--- src/rtl/clk_div_pkg.sv ---
// Shared definitions for the programmable clock divider: state encoding,
// minimum ratio and the ratio clamp helper.
package clk_div_pkg;

    localparam logic [0:0] ST_IDLE = 1'b0;
    localparam logic [0:0] ST_RUN  = 1'b1;

    localparam int unsigned C_DIV_MIN = 2;

    // Ratios below the minimum would leave no room for a low phase.
    function automatic logic [31:0] clamp_div(input logic [31:0] n);
        return (n < 32'(C_DIV_MIN)) ? 32'(C_DIV_MIN) : n;
    endfunction

endpackage

--- src/rtl/clk_div_shadow.sv ---
// Valid/ready shadow register for a new divide ratio; holds the request
// pending until the top level signals that a commit point has arrived.
module clk_div_shadow
    import clk_div_pkg::*;
#(
    parameter int unsigned P_CNT_W = 16
) (
    input  logic               clk,
    input  logic               rst_n,
    input  logic [P_CNT_W-1:0] div,
    input  logic               div_valid,
    input  logic               commit_ok,
    output logic               div_ready,
    output logic [P_CNT_W-1:0] shadow_div,
    output logic               commit_c
);

    // Ready doubles as the inverse of the pending flag.
    assign commit_c = !div_ready && commit_ok;

    always_ff @(posedge clk) begin
        if (!rst_n) begin
            div_ready  <= 1'b1;
            shadow_div <= '0;
        end else if (div_valid && div_ready) begin
            shadow_div <= P_CNT_W'(clamp_div(32'(div)));
            div_ready  <= 1'b0;
        end else if (commit_c) begin
            div_ready  <= 1'b1;
        end
    end

endmodule

--- src/rtl/clk_div_prog.sv ---
// Runtime-programmable clock divider: IDLE/RUN FSM, period counter and
// registered divided clock / tick outputs.
module clk_div_prog
    import clk_div_pkg::*;
#(
    parameter int unsigned P_CNT_W       = 16,
    parameter int unsigned P_DIV_DEFAULT = 2
) (
    input  logic               i_clk,
    input  logic               i_rst_n,
    input  logic               i_en,
    input  logic [P_CNT_W-1:0] i_div,
    input  logic               i_div_valid,
    output logic               o_div_ready,
    output logic [P_CNT_W-1:0] o_div_cur,
    output logic               o_clk_div,
    output logic               o_tick,
    output logic               o_run
);

    localparam logic [P_CNT_W-1:0] C_DIV_RST = P_CNT_W'(clamp_div(32'(P_DIV_DEFAULT)));

    logic [0:0]         state;
    logic [0:0]         state_nxt;
    logic [P_CNT_W-1:0] cnt;
    logic [P_CNT_W-1:0] cnt_nxt;
    logic [P_CNT_W-1:0] div_nxt;
    logic [P_CNT_W-1:0] shadow_div;
    logic [P_CNT_W:0]   half_c;
    logic               boundary_c;
    logic               commit_ok_c;
    logic               commit_c;

    clk_div_shadow #(
        .P_CNT_W (P_CNT_W)
    ) u_shadow (
        .clk        (i_clk),
        .rst_n      (i_rst_n),
        .div        (i_div),
        .div_valid  (i_div_valid),
        .commit_ok  (commit_ok_c),
        .div_ready  (o_div_ready),
        .shadow_div (shadow_div),
        .commit_c   (commit_c)
    );

    // Threshold is one bit wider so the largest ratio cannot wrap.
    always_comb begin
        half_c      = ({1'b0, o_div_cur} + (P_CNT_W+1)'(1)) >> 1;
        boundary_c  = (state == ST_RUN) && (cnt == o_div_cur - P_CNT_W'(1));
        commit_ok_c = (state == ST_IDLE) || boundary_c;
    end

    always_comb begin
        state_nxt = state;
        cnt_nxt   = cnt;
        div_nxt   = o_div_cur;
        if (commit_c) begin
            div_nxt = shadow_div;
        end
        case (state)
            ST_IDLE: begin
                cnt_nxt = '0;
                if (i_en) begin
                    state_nxt = ST_RUN;
                end
            end
            ST_RUN: begin
                if (boundary_c) begin
                    cnt_nxt = '0;
                    if (!i_en) begin
                        state_nxt = ST_IDLE;
                    end
                end else begin
                    cnt_nxt = cnt + P_CNT_W'(1);
                end
            end
            default: begin
                state_nxt = ST_IDLE;
                cnt_nxt   = '0;
            end
        endcase
    end

    // Outputs follow the counter by one edge so they stay fully registered.
    always_ff @(posedge i_clk) begin
        if (!i_rst_n) begin
            state     <= ST_IDLE;
            cnt       <= '0;
            o_div_cur <= C_DIV_RST;
            o_clk_div <= 1'b0;
            o_tick    <= 1'b0;
        end else begin
            state     <= state_nxt;
            cnt       <= cnt_nxt;
            o_div_cur <= div_nxt;
            o_clk_div <= (state == ST_RUN) && ({1'b0, cnt} < half_c);
            o_tick    <= (state == ST_RUN) && (cnt == '0);
        end
    end

    assign o_run = state[0];

endmodule

--- config.mk ---
export PLATFORM = sky130hd
export DESIGN_NAME = clk_div_prog
export DESIGN_NICKNAME = d
export VERILOG_FILES = /design/src/rtl/clk_div_pkg.sv /design/src/rtl/clk_div_shadow.sv /design/src/rtl/clk_div_prog.sv
export SDC_FILE = /design/constraint.sdc
export NUM_CORES = 1
export LEC_CHECK = 0
export BUFFER_PORTS_ARGS = -buffer_cell sky130_fd_sc_hd__clkbuf_2
export CORE_UTILIZATION = 60
export CTS_BUF_LIST = sky130_fd_sc_hd__clkbuf_8
export CTS_CLUSTER_DIAMETER = 80
export DETAILED_ROUTE_END_ITERATION = 10
export HOLD_SLACK_MARGIN = 0.02
export PLACE_DENSITY = 0.82
export SYNTH_ARGS = -nofsm -noshare
export SYNTH_HDL_FRONTEND = slang
export SYNTH_SLANG_ARGS = --single-unit
--- constraint.sdc ---
create_clock -name i_clk -period 4.3 [get_ports i_clk]
set_input_delay 0.86 -clock i_clk [delete_from_list [all_inputs] [get_ports i_clk]]
set_output_delay 0.86 -clock i_clk [all_outputs]
set_load 0.02 [all_outputs]
==> summary.txt, run 1 <==
P_leak = 0.00144 uW
Die W = 76.1 microns
Worst rel slew slack = 38.4%
DRC violations left = 0
Worst hold path startpoint = u_shadow.shadow_div[14]$_SDFFE_PN0P_
Pre-antenna DRT Iters = 5
Post-Layout Inst Area = 3590 sq um
Initial Util = 63.3%
Worst reg2reg setup slack = 0.83 ns
CTS tree = done
Final core occ = 69.0%
Clk Latency, worst-skew pair = 0.31 ns
Setup TNS Final = 0 ns
Routed vias = 2870
CTS Hold Bufs = 0
Final worst slack = 0.826 ns
Net Count, Synth = 448
Routability Congestion = 0.883
Register bit count reported by yosys = 52
Final ANT Viol Nets = 0
Post-DP HPWL = 5480 microns
Post-synth EDFFs = 0
Postcts setup bufs = 0
Post-synth top cells = dfxtp_1 (52), nand2_1 (52), nor2_1 (31)
R2R cell count = 9
CTS clk-pin slew, worst paths = 0.09 ns
Fin crit share = 80.8%
Netlist Area Pre-Place = 3290 sq um
Root buffer cell = clkbuf_8
Endpoint, Worst Hold = o_div_cur[14]$_SDFFE_PN0P_
Largest family of logic cells by synthesized area = simple AND/OR/NAND/NOR gates
Max clock buf depth = 2
Initial antenna violation count = 0
Yosys warning total = 0
Status = complete, no violations
Post-synthesis cell type count = 57
Hold path depth = 2
Drt total wl = 7350 microns
IR Drop Worst-Case VDD = 222 uV
CP required = 4.46 ns
Post-synthesis mux area share = 0%
Hold Slack = 0.455 ns
Synth Area in Simple Gates = 24.7%
Synth area leader = dfxtp_1
Worst-path maximum fanout = 16
Worst reg2reg path startpoint = o_div_cur[0]$_SDFFE_PN0P_
Nets = 469
Num CTS Buffers = 5
Compound-Gate Fraction of Synth Area = 17.1%
Min cycle time layout = 3.47 ns
R2R Path End = o_div_cur[15]$_SDFFE_PN0P_
Vias in the first global route = 2626
RSZ-0062 raised after global routing = no
Max Fclk = 288 MHz
Final setup violation count = 0
Arrival @ worst endpoint = 3.63 ns
H-tree depth = 2
Final Hold Fails = 0
Number of diodes = 0
Area Overhead vs Synth = 9.04%
Core Rows = 26
# clock sinks = 52
Clock Skew = 0.00567 ns
FFs w/ async S/R, synth = 0%
Worst-margin pin slew = 0.916 ns
Die height = 76.1 microns
Adder-cell area share of the yosys netlist = 7.22%
Crit end category = flip-flop
Total global-route track usage = 26.5%
Vias/cell = 5.74
DR iter-0 viols = 124
XOR/XNOR Fraction of Synth Area = 12.5%
Sequential area share after synthesis = 31.6%
Synth Flop Type = dfxtp_1
Area post-placement = 3460 sq um
Worst Setup Start Kind = flip-flop
Max-Cap Viols = 0
Share of cells above drive strength 1 = 12.8%
Slew Viols, Final = 0
Ports = 40
Core area = 5200 sq um
Grt ovf = 0
Pwr Density = 310 nW/um^2
Largest net degree at the start of global routing = 23
Yosys top cell area share = 31.6%
Crit Path Category = flip-flop to flip-flop
Type of the most critical hold path = flip-flop to flip-flop
Dpl ws = 0.865 ns
Mapped Cells = 409
First-pass GRT wire length = 12500 microns
Die area = 5790 sq um
PortBufs = 39
Post_cts resized = 0
Mean Syn Cell Area = 8.05 sq um
Largest cells by area after synthesis = dfxtp_1 (32%), ha_1 (7.2%), xor2_1 (6.4%), xnor2_1 (6.1%), nand2_1 (5.9%)
Wire length per cell = 14.7 microns
registers in the layout, summed over array words and instances (netlist names):
signal / flops
o_tick: 1
o_clk_div: 1
u_shadow.div_ready: 1
u_shadow.shadow_div: 16
cnt: 16
o_div_cur: 16
o_run: 1
how the worst max path moves through the flow:
stage                               from                         end  slack [ns]  depth (start not counted)
6_report       o_div_cur[0]$_SDFFE_PN0P_  o_div_cur[15]$_SDFFE_PN0P_        0.83                          9
5_1_grt        o_div_cur[0]$_SDFFE_PN0P_   o_div_cur[0]$_SDFFE_PN0P_        0.51                          9
4_1_cts        o_div_cur[0]$_SDFFE_PN0P_  o_div_cur[14]$_SDFFE_PN0P_        0.82                          9
3_5_place_dp   o_div_cur[0]$_SDFFE_PN0P_  o_div_cur[14]$_SDFFE_PN0P_        0.86                          9
3_3_place_gp   o_div_cur[0]$_SDFFE_PN0P_  o_div_cur[14]$_SDFFE_PN0P_        0.95                          9
2_1_floorplan  o_div_cur[0]$_SDFFE_PN0P_  o_div_cur[12]$_SDFFE_PN0P_        1.14                         11
through the flow:
step	cells	total power (uW)
4_1_cts	500	1120
2_1_floorplan	409	681
3_5_place_dp	493	730
3_3_place_gp	493	725
5_1_grt	500	1160
6_report	500	1110
layout make-up:
cell class                      instances  area (sq um)
Clock buffer                            5          68.8
Clock inverter                          2          60.1
Fill cell                             443          1610
Inverter                               30           113
Multi-Input combinational cell        302          2030
Sequential cell                        52          1040
Tap cell                               70          87.6
Timing Repair Buffer                   39           195
metal layers:
| metal | wire length [microns] | track usage (%) |
|---|---|---|
| met1 | 3400 | 34.4 |
| met3 | 368 | 4.31 |
| met4 | 178 | 10.0 |
| met5 | 0 | 0 |
| met2 | 3400 | 44.2 |
kinds of logic after synthesis:
logic type / after synthesis
XOR/XNOR: 47
adder cells (fa/ha/maj): 19
AO/OA/AOI/OAI: 75
buffers and inverters: 55
AND/OR/NAND/NOR: 161
flip-flops: 52
worst max-delay path, cell delays in order (launching register included):
cell and delay, ns:
dfxtp_1 0.44, inv_1 0.13, ha_1 0.25, nor3b_1 0.31
or4b_1 0.51, a211oi_1 0.24, o21ai_0 0.11, or3_1 0.40
nor4b_4 0.76, o32ai_1 0.17
where the power goes:
group,switching [uW],internal [uW]
Clock,162,229
Combinational,114,81.0
Sequential,25.5,501
Total,301,811
placed cells by master (no fill, tap or decap), types with 3 or more instances in the layout:
cell      instances
clkbuf_2         39
nor2b_1           4
a211oi_1          4
or3_1             3
clkbuf_8          5
nand3_1          19
a31oi_1           4
a21boi_0         14
a21o_1            5
o32ai_1           6
o21ai_0           7
dfxtp_1          52
and2_1            3
inv_1            30
nor3_1            6
xor2_1           24
nand4_1           8
nor2_1           31
a21oi_1           4
xnor2_1          23
and3_1            9
o22ai_1           9
nor4_1            9
nand2_1          52
a41o_1            3
ha_1             19
(Power assumes the default switching activity.)
==> run 2, diff against run 1 <==
--- a/config.mk
+++ b/config.mk
@@ -6,12 +6,12 @@
 export NUM_CORES = 1
 export LEC_CHECK = 0
 export BUFFER_PORTS_ARGS = -buffer_cell sky130_fd_sc_hd__clkbuf_2
-export CORE_UTILIZATION = 60
+export CORE_UTILIZATION = 55
 export CTS_BUF_LIST = sky130_fd_sc_hd__clkbuf_8
 export CTS_CLUSTER_DIAMETER = 80
 export DETAILED_ROUTE_END_ITERATION = 10
 export HOLD_SLACK_MARGIN = 0.02
-export PLACE_DENSITY = 0.82
+export PLACE_DENSITY = 0.79
 export SYNTH_ARGS = -nofsm -noshare
 export SYNTH_HDL_FRONTEND = slang
 export SYNTH_SLANG_ARGS = --single-unit
==> constraint.sdc (replaced) <==
create_clock -name i_clk -period 2.8 [get_ports i_clk]
set_input_delay 0.56 -clock i_clk [delete_from_list [all_inputs] [get_ports i_clk]]
set_output_delay 0.56 -clock i_clk [all_outputs]
set_load 0.02 [all_outputs]
==> summary.txt, run 2 (same netlist as run 1, synthesis figures left out) <==
Status = complete, no violations
Largest registers = cnt x16, o_div_cur x16, u_shadow.shadow_div x16
Max Fclk = 374 MHz
Share of cells above drive strength 1 = 21.1%
Non-Filler Instances = 527
Post-DP HPWL = 6000 microns
Max-Cap Viols = 0
Initial antenna violation count = 0
Total global-route track usage = 26.4%
Vias in the first global route = 2890
Die height = 79.4 microns
P_leak = 0.00157 uW
Type of the most critical hold path = input pin to flip-flop
Placed Cells incl. Taps = 516
Largest net degree at the start of global routing = 23
Clock Skew = 0.00534 ns
Crit end category = flip-flop
Number of diodes = 0
Num CTS Buffers = 5
Core area = 5640 sq um
CP required = 3.00 ns
PortBufs = 39
Setup TNS Final = 0 ns
Hold Slack = 0.451 ns
Worst rel slew slack = 64.4%
Worst Setup Start Kind = flip-flop
Area of the multi-input gates = 2100 sq um
Core Rows = 27
Min cycle time layout = 2.67 ns
Worst-margin pin slew = 0.530 ns
Die W = 79.4 microns
Commonest non-fill, non-tap cells in the layout = nand2_1 (52), dfxtp_1 (47), clkbuf_2 (39)
DR iter-0 viols = 118
Sequential cell area = 1050 sq um
RSZ-0062 raised after global routing = no
Pwr Density = 416 nW/um^2
IR Drop Worst-Case VDD = 353 uV
Drt total wl = 7850 microns
Arrival @ worst endpoint = 2.87 ns
CTS clk-pin slew, worst paths = 0.09 ns
Initial Util = 58.4%
# clock sinks = 52
H-tree depth = 2
R2R cell count = 10
Clk Latency, worst-skew pair = 0.31 ns
CTS tree = done
Wire length per cell = 14.9 microns
First-pass GRT wire length = 13000 microns
Hold path depth = 3
Area Overhead vs Synth = 17.0%
Routability Congestion = 0.915
Fin crit share = 95.5%
DRC violations left = 0
Grt ovf = 0
Final Hold Fails = 0
Pre-antenna DRT Iters = 4
Max clock buf depth = 2
Final setup violation count = 0
Fillers = 473
Final ANT Viol Nets = 0
Root buffer cell = clkbuf_8
Final core occ = 68.3%
Slew Viols, Final = 0
Worst-path maximum fanout = 6
Ports = 40
Vias/cell = 5.78
Nets = 493
Commonest non-fill, non-tap cell in the layout = nand2_1
Die area = 6300 sq um
Crit Path Category = flip-flop to flip-flop
Routed vias = 3045
==> run 2: changes by cell type in the layout (fill, tap and decap cells not counted), sizes merged <==
cell / previous run / this run
buf: 0 / 24
inv: 30 / 31
clkinv: 0 / 1
bufinv: 2 / 0
clkinvlp: 0 / 1
==> run 2: final timing paths <==
kind | startpoint | endpoint | slack [ns]
worst min-delay path | i_en | o_run$_SDFF_PN0_ | 0.45
worst min register to register | u_shadow.shadow_div[2]$_SDFFE_PN0P_ | o_div_cur[2]$_SDFFE_PN0P_ | 0.45
worst max-delay path | o_div_cur[2]$_SDFFE_PN0P_ | o_clk_div$_SDFF_PN0_ | 0.13
worst max register to register | o_div_cur[2]$_SDFFE_PN0P_ | o_clk_div$_SDFF_PN0_ | 0.13
==> run 2: report_power, final <==
part | switching [uW] | internal (uW)
clock | 263 | 175
combinational | 204 | 164
sequential | 28.7 | 768
==> run 2: layer usage <==
layer  global-route usage (%)  wire (microns)  share of wire [%]
met4                     9.09             102                1.3
met1                     33.9            3460                 44
met3                     3.43             385                4.9
met5                        0               0                  0
met2                     45.3            3900                 50
==> run 2: critical path, stage by stage (launching register included) <==
cell       delay [ns]
dfxtp_4          0.39
and3_4           0.19
and3_4           0.21
nand3_1          0.12
or3_1            0.39
or2_2            0.29
xor2_1           0.14
ha_1             0.31
nand3_1          0.09
a2111oi_2        0.33
a21oi_1          0.11
==> run 2: stage by stage <==
step | setup slack (ns) | cell area [sq um] | power (uW)
after floorplan | -0.00514 | 3370 | 1060
after global placement | 0.0677 | 3670 | 1150
after detailed placement | 0.00400 | 3670 | 1160
after CTS | 0.0263 | 3770 | 1590
after global routing | 0.00555 | 3850 | 1680
final | 0.127 | 3850 | 1600
==> run 2: final cells by class <==
type	count	area share [%]
Tap cell	72	2.34
Inverter	30	2.92
Sequential cell	52	27.4
Clock buffer	5	1.79
Multi-Input combinational cell	302	54.5
Timing Repair Buffer	63	10.6
Clock inverter	3	0.519
==> run 2: repair_timing <==
item / 4_1_cts / 5_1_grt
pin swaps: 0 / 1
cloned: 0 / 1
hold endpoints to repair: 0 / 0
hold buffers: 0 / 0
gates resized for setup: 2 / 15
setup endpoints to repair: 1 / 23
buffers inserted: 0 / 2
==> run 3, diff against run 2 <==
--- a/config.mk
+++ b/config.mk
@@ -12,6 +12,7 @@
 export DETAILED_ROUTE_END_ITERATION = 10
 export HOLD_SLACK_MARGIN = 0.02
 export PLACE_DENSITY = 0.79
+export REMOVE_ABC_BUFFERS = 1
 export SYNTH_ARGS = -nofsm -noshare
 export SYNTH_HDL_FRONTEND = slang
 export SYNTH_SLANG_ARGS = --single-unit
==> summary.txt, run 3 (same netlist as run 1, synthesis figures left out) <==
Number of diodes = 0
Worst rel slew slack = 53.7%
Drt total wl = 7920 microns
Largest net degree at the start of global routing = 23
Final worst slack = 0.0636 ns
Initial Util = 58.4%
Worst Setup Start Kind = flip-flop
Final Hold Fails = 0
Sequential cell area = 1050 sq um
Ports = 40
Slowest cell delay on critical path = 0.38 ns
Pwr Density = 417 nW/um^2
Hold path depth = 3
Slew Viols, Final = 0
Nets = 496
Type of the most critical hold path = input pin to flip-flop
Max Fclk = 365 MHz
Overall Power = 1610 uW
Crit path launch = o_div_cur[2]$_SDFFE_PN0P_
Endpoint, Worst Hold = o_run$_SDFF_PN0_
CTS clk-pin slew, worst paths = 0.10 ns
Share of cells above drive strength 1 = 21.2%
Routed vias = 3012
Max-Cap Viols = 0
Final ANT Viol Nets = 0
CTS tree = done
Worst-margin pin slew = 0.685 ns
Worst reg2reg setup slack = 0.06 ns
Post-DP HPWL = 5920 microns
Dpl ws = -0.125 ns
Arrival @ worst endpoint = 2.93 ns
Clk Latency, worst-skew pair = 0.31 ns
Hold Slack = 0.442 ns
Cell Chain, Critical Path = and3_4 > and3_4 > nand3_1 > or3_1 > or2_2 > xor2_1 > ha_1 > nand3_1 > a2111oi_2 > a21oi_1
Pre-antenna DRT Iters = 4
Num CTS Buffers = 5
P_leak = 0.00159 uW
# clock sinks = 52
Total global-route track usage = 25.8%
Core area = 5640 sq um
Slowest stage cell, crit path = dfxtp_4
R2R cell count = 10
Area Overhead vs Synth = 17.4%
PortBufs = 39
Root buffer cell = clkbuf_8
Die height = 79.4 microns
Core Rows = 27
Worst reg2reg path startpoint = o_div_cur[2]$_SDFFE_PN0P_
CP required = 2.99 ns
Worst hold path startpoint = i_en
DRC violations left = 0
Final setup violation count = 0
First-pass GRT wire length = 12800 microns
Commonest non-fill, non-tap cells in the layout = nand2_1 (52), dfxtp_1 (49), clkbuf_2 (39)
IR Drop Worst-Case VDD = 292 uV
DR iter-0 viols = 180
Crit end category = flip-flop
Worst-path maximum fanout = 4
Routability Congestion = 0.904
Vias in the first global route = 2841
Placed Cells incl. Taps = 519
Grt ovf = 0
Commonest non-fill, non-tap cell in the layout = nand2_1
Vias/cell = 5.68
R2R Path End = o_clk_div$_SDFF_PN0_
Initial antenna violation count = 0
Die W = 79.4 microns
Non-Filler Instances = 530
Crit Path Category = flip-flop to flip-flop
Wire length per cell = 14.9 microns
Fin crit share = 97.7%
Clock Skew = 0.00635 ns
Largest registers = cnt x16, o_div_cur x16, u_shadow.shadow_div x16
Fillers = 477
Die area = 6300 sq um
Max clock buf depth = 2
Min cycle time layout = 2.74 ns
H-tree depth = 2
Status = complete, no violations
Area of the multi-input gates = 2110 sq um
[run 3: through the flow]
stage	TNS [ns]	area [sq um]	utilization, %
CTS	0	3770	66.8
finish	0	3870	68.5
global placement	-0.0482	3660	64.8
detailed placement	-0.431	3660	64.8
floorplan	-6.10	3180	-
global route	-0.0531	3870	68.5
[run 3: area by class of cell]
class / instances / share of cell area (%)
clock inverter: 3 / 0.583
inverter: 30 / 2.91
sequential: 52 / 27.1
tap: 72 / 2.33
timing repair buffer: 66 / 10.6
clock buffer: 5 / 1.78
multi-input combinational: 302 / 54.7
[run 3: how the worst max path moves through the flow]
stage	depth (start not counted)	end	slack, ns
floorplan	9	o_div_cur[14]$_SDFFE_PN0P_	-0.34
global placement	10	o_clk_div$_SDFF_PN0_	-0.05
detailed placement	10	o_clk_div$_SDFF_PN0_	-0.12
CTS	10	o_clk_div$_SDFF_PN0_	0.01
global route	10	o_clk_div$_SDFF_PN0_	-0.04
finish	10	o_clk_div$_SDFF_PN0_	0.06
[run 3: routing by layer]
metal	part of all wire (%)	vias to the layer above	GRT usage (%)	wire, microns
met5	0	-	0	0
met4	2.6	0	10.9	206
li1	-	1519	-	-
met3	5.7	24	4.69	448
met1	43	1372	31.3	3420
met2	49	97	44.3	3850
[run 3: worst max-delay path: cells and delay by family (launching register included)]
family,cells,cell delay [ns]
simple gates,6,1.32
compound gates,2,0.46
flops,1,0.38
fa+ha+maj,1,0.31
xor+xnor,1,0.15
[run 3: where the power goes]
part | internal (uW) | switching (uW) | leakage (uW)
Combinational | 166 | 209 | 0.00111
Clock | 180 | 262 | 0.0000485
Sequential | 769 | 27.5 | 0.000425
Total | 1110 | 499 | 0.00159
[run 3: timing repair]
| item | CTS | global route |
|---|---|---|
| pin swaps | 0 | 1 |
| setup buffers | 0 | 3 |
| gates resized for setup | 6 | 16 |
| hold buffers | 0 | 0 |
| endpoints found under the setup margin | 17 | 34 |
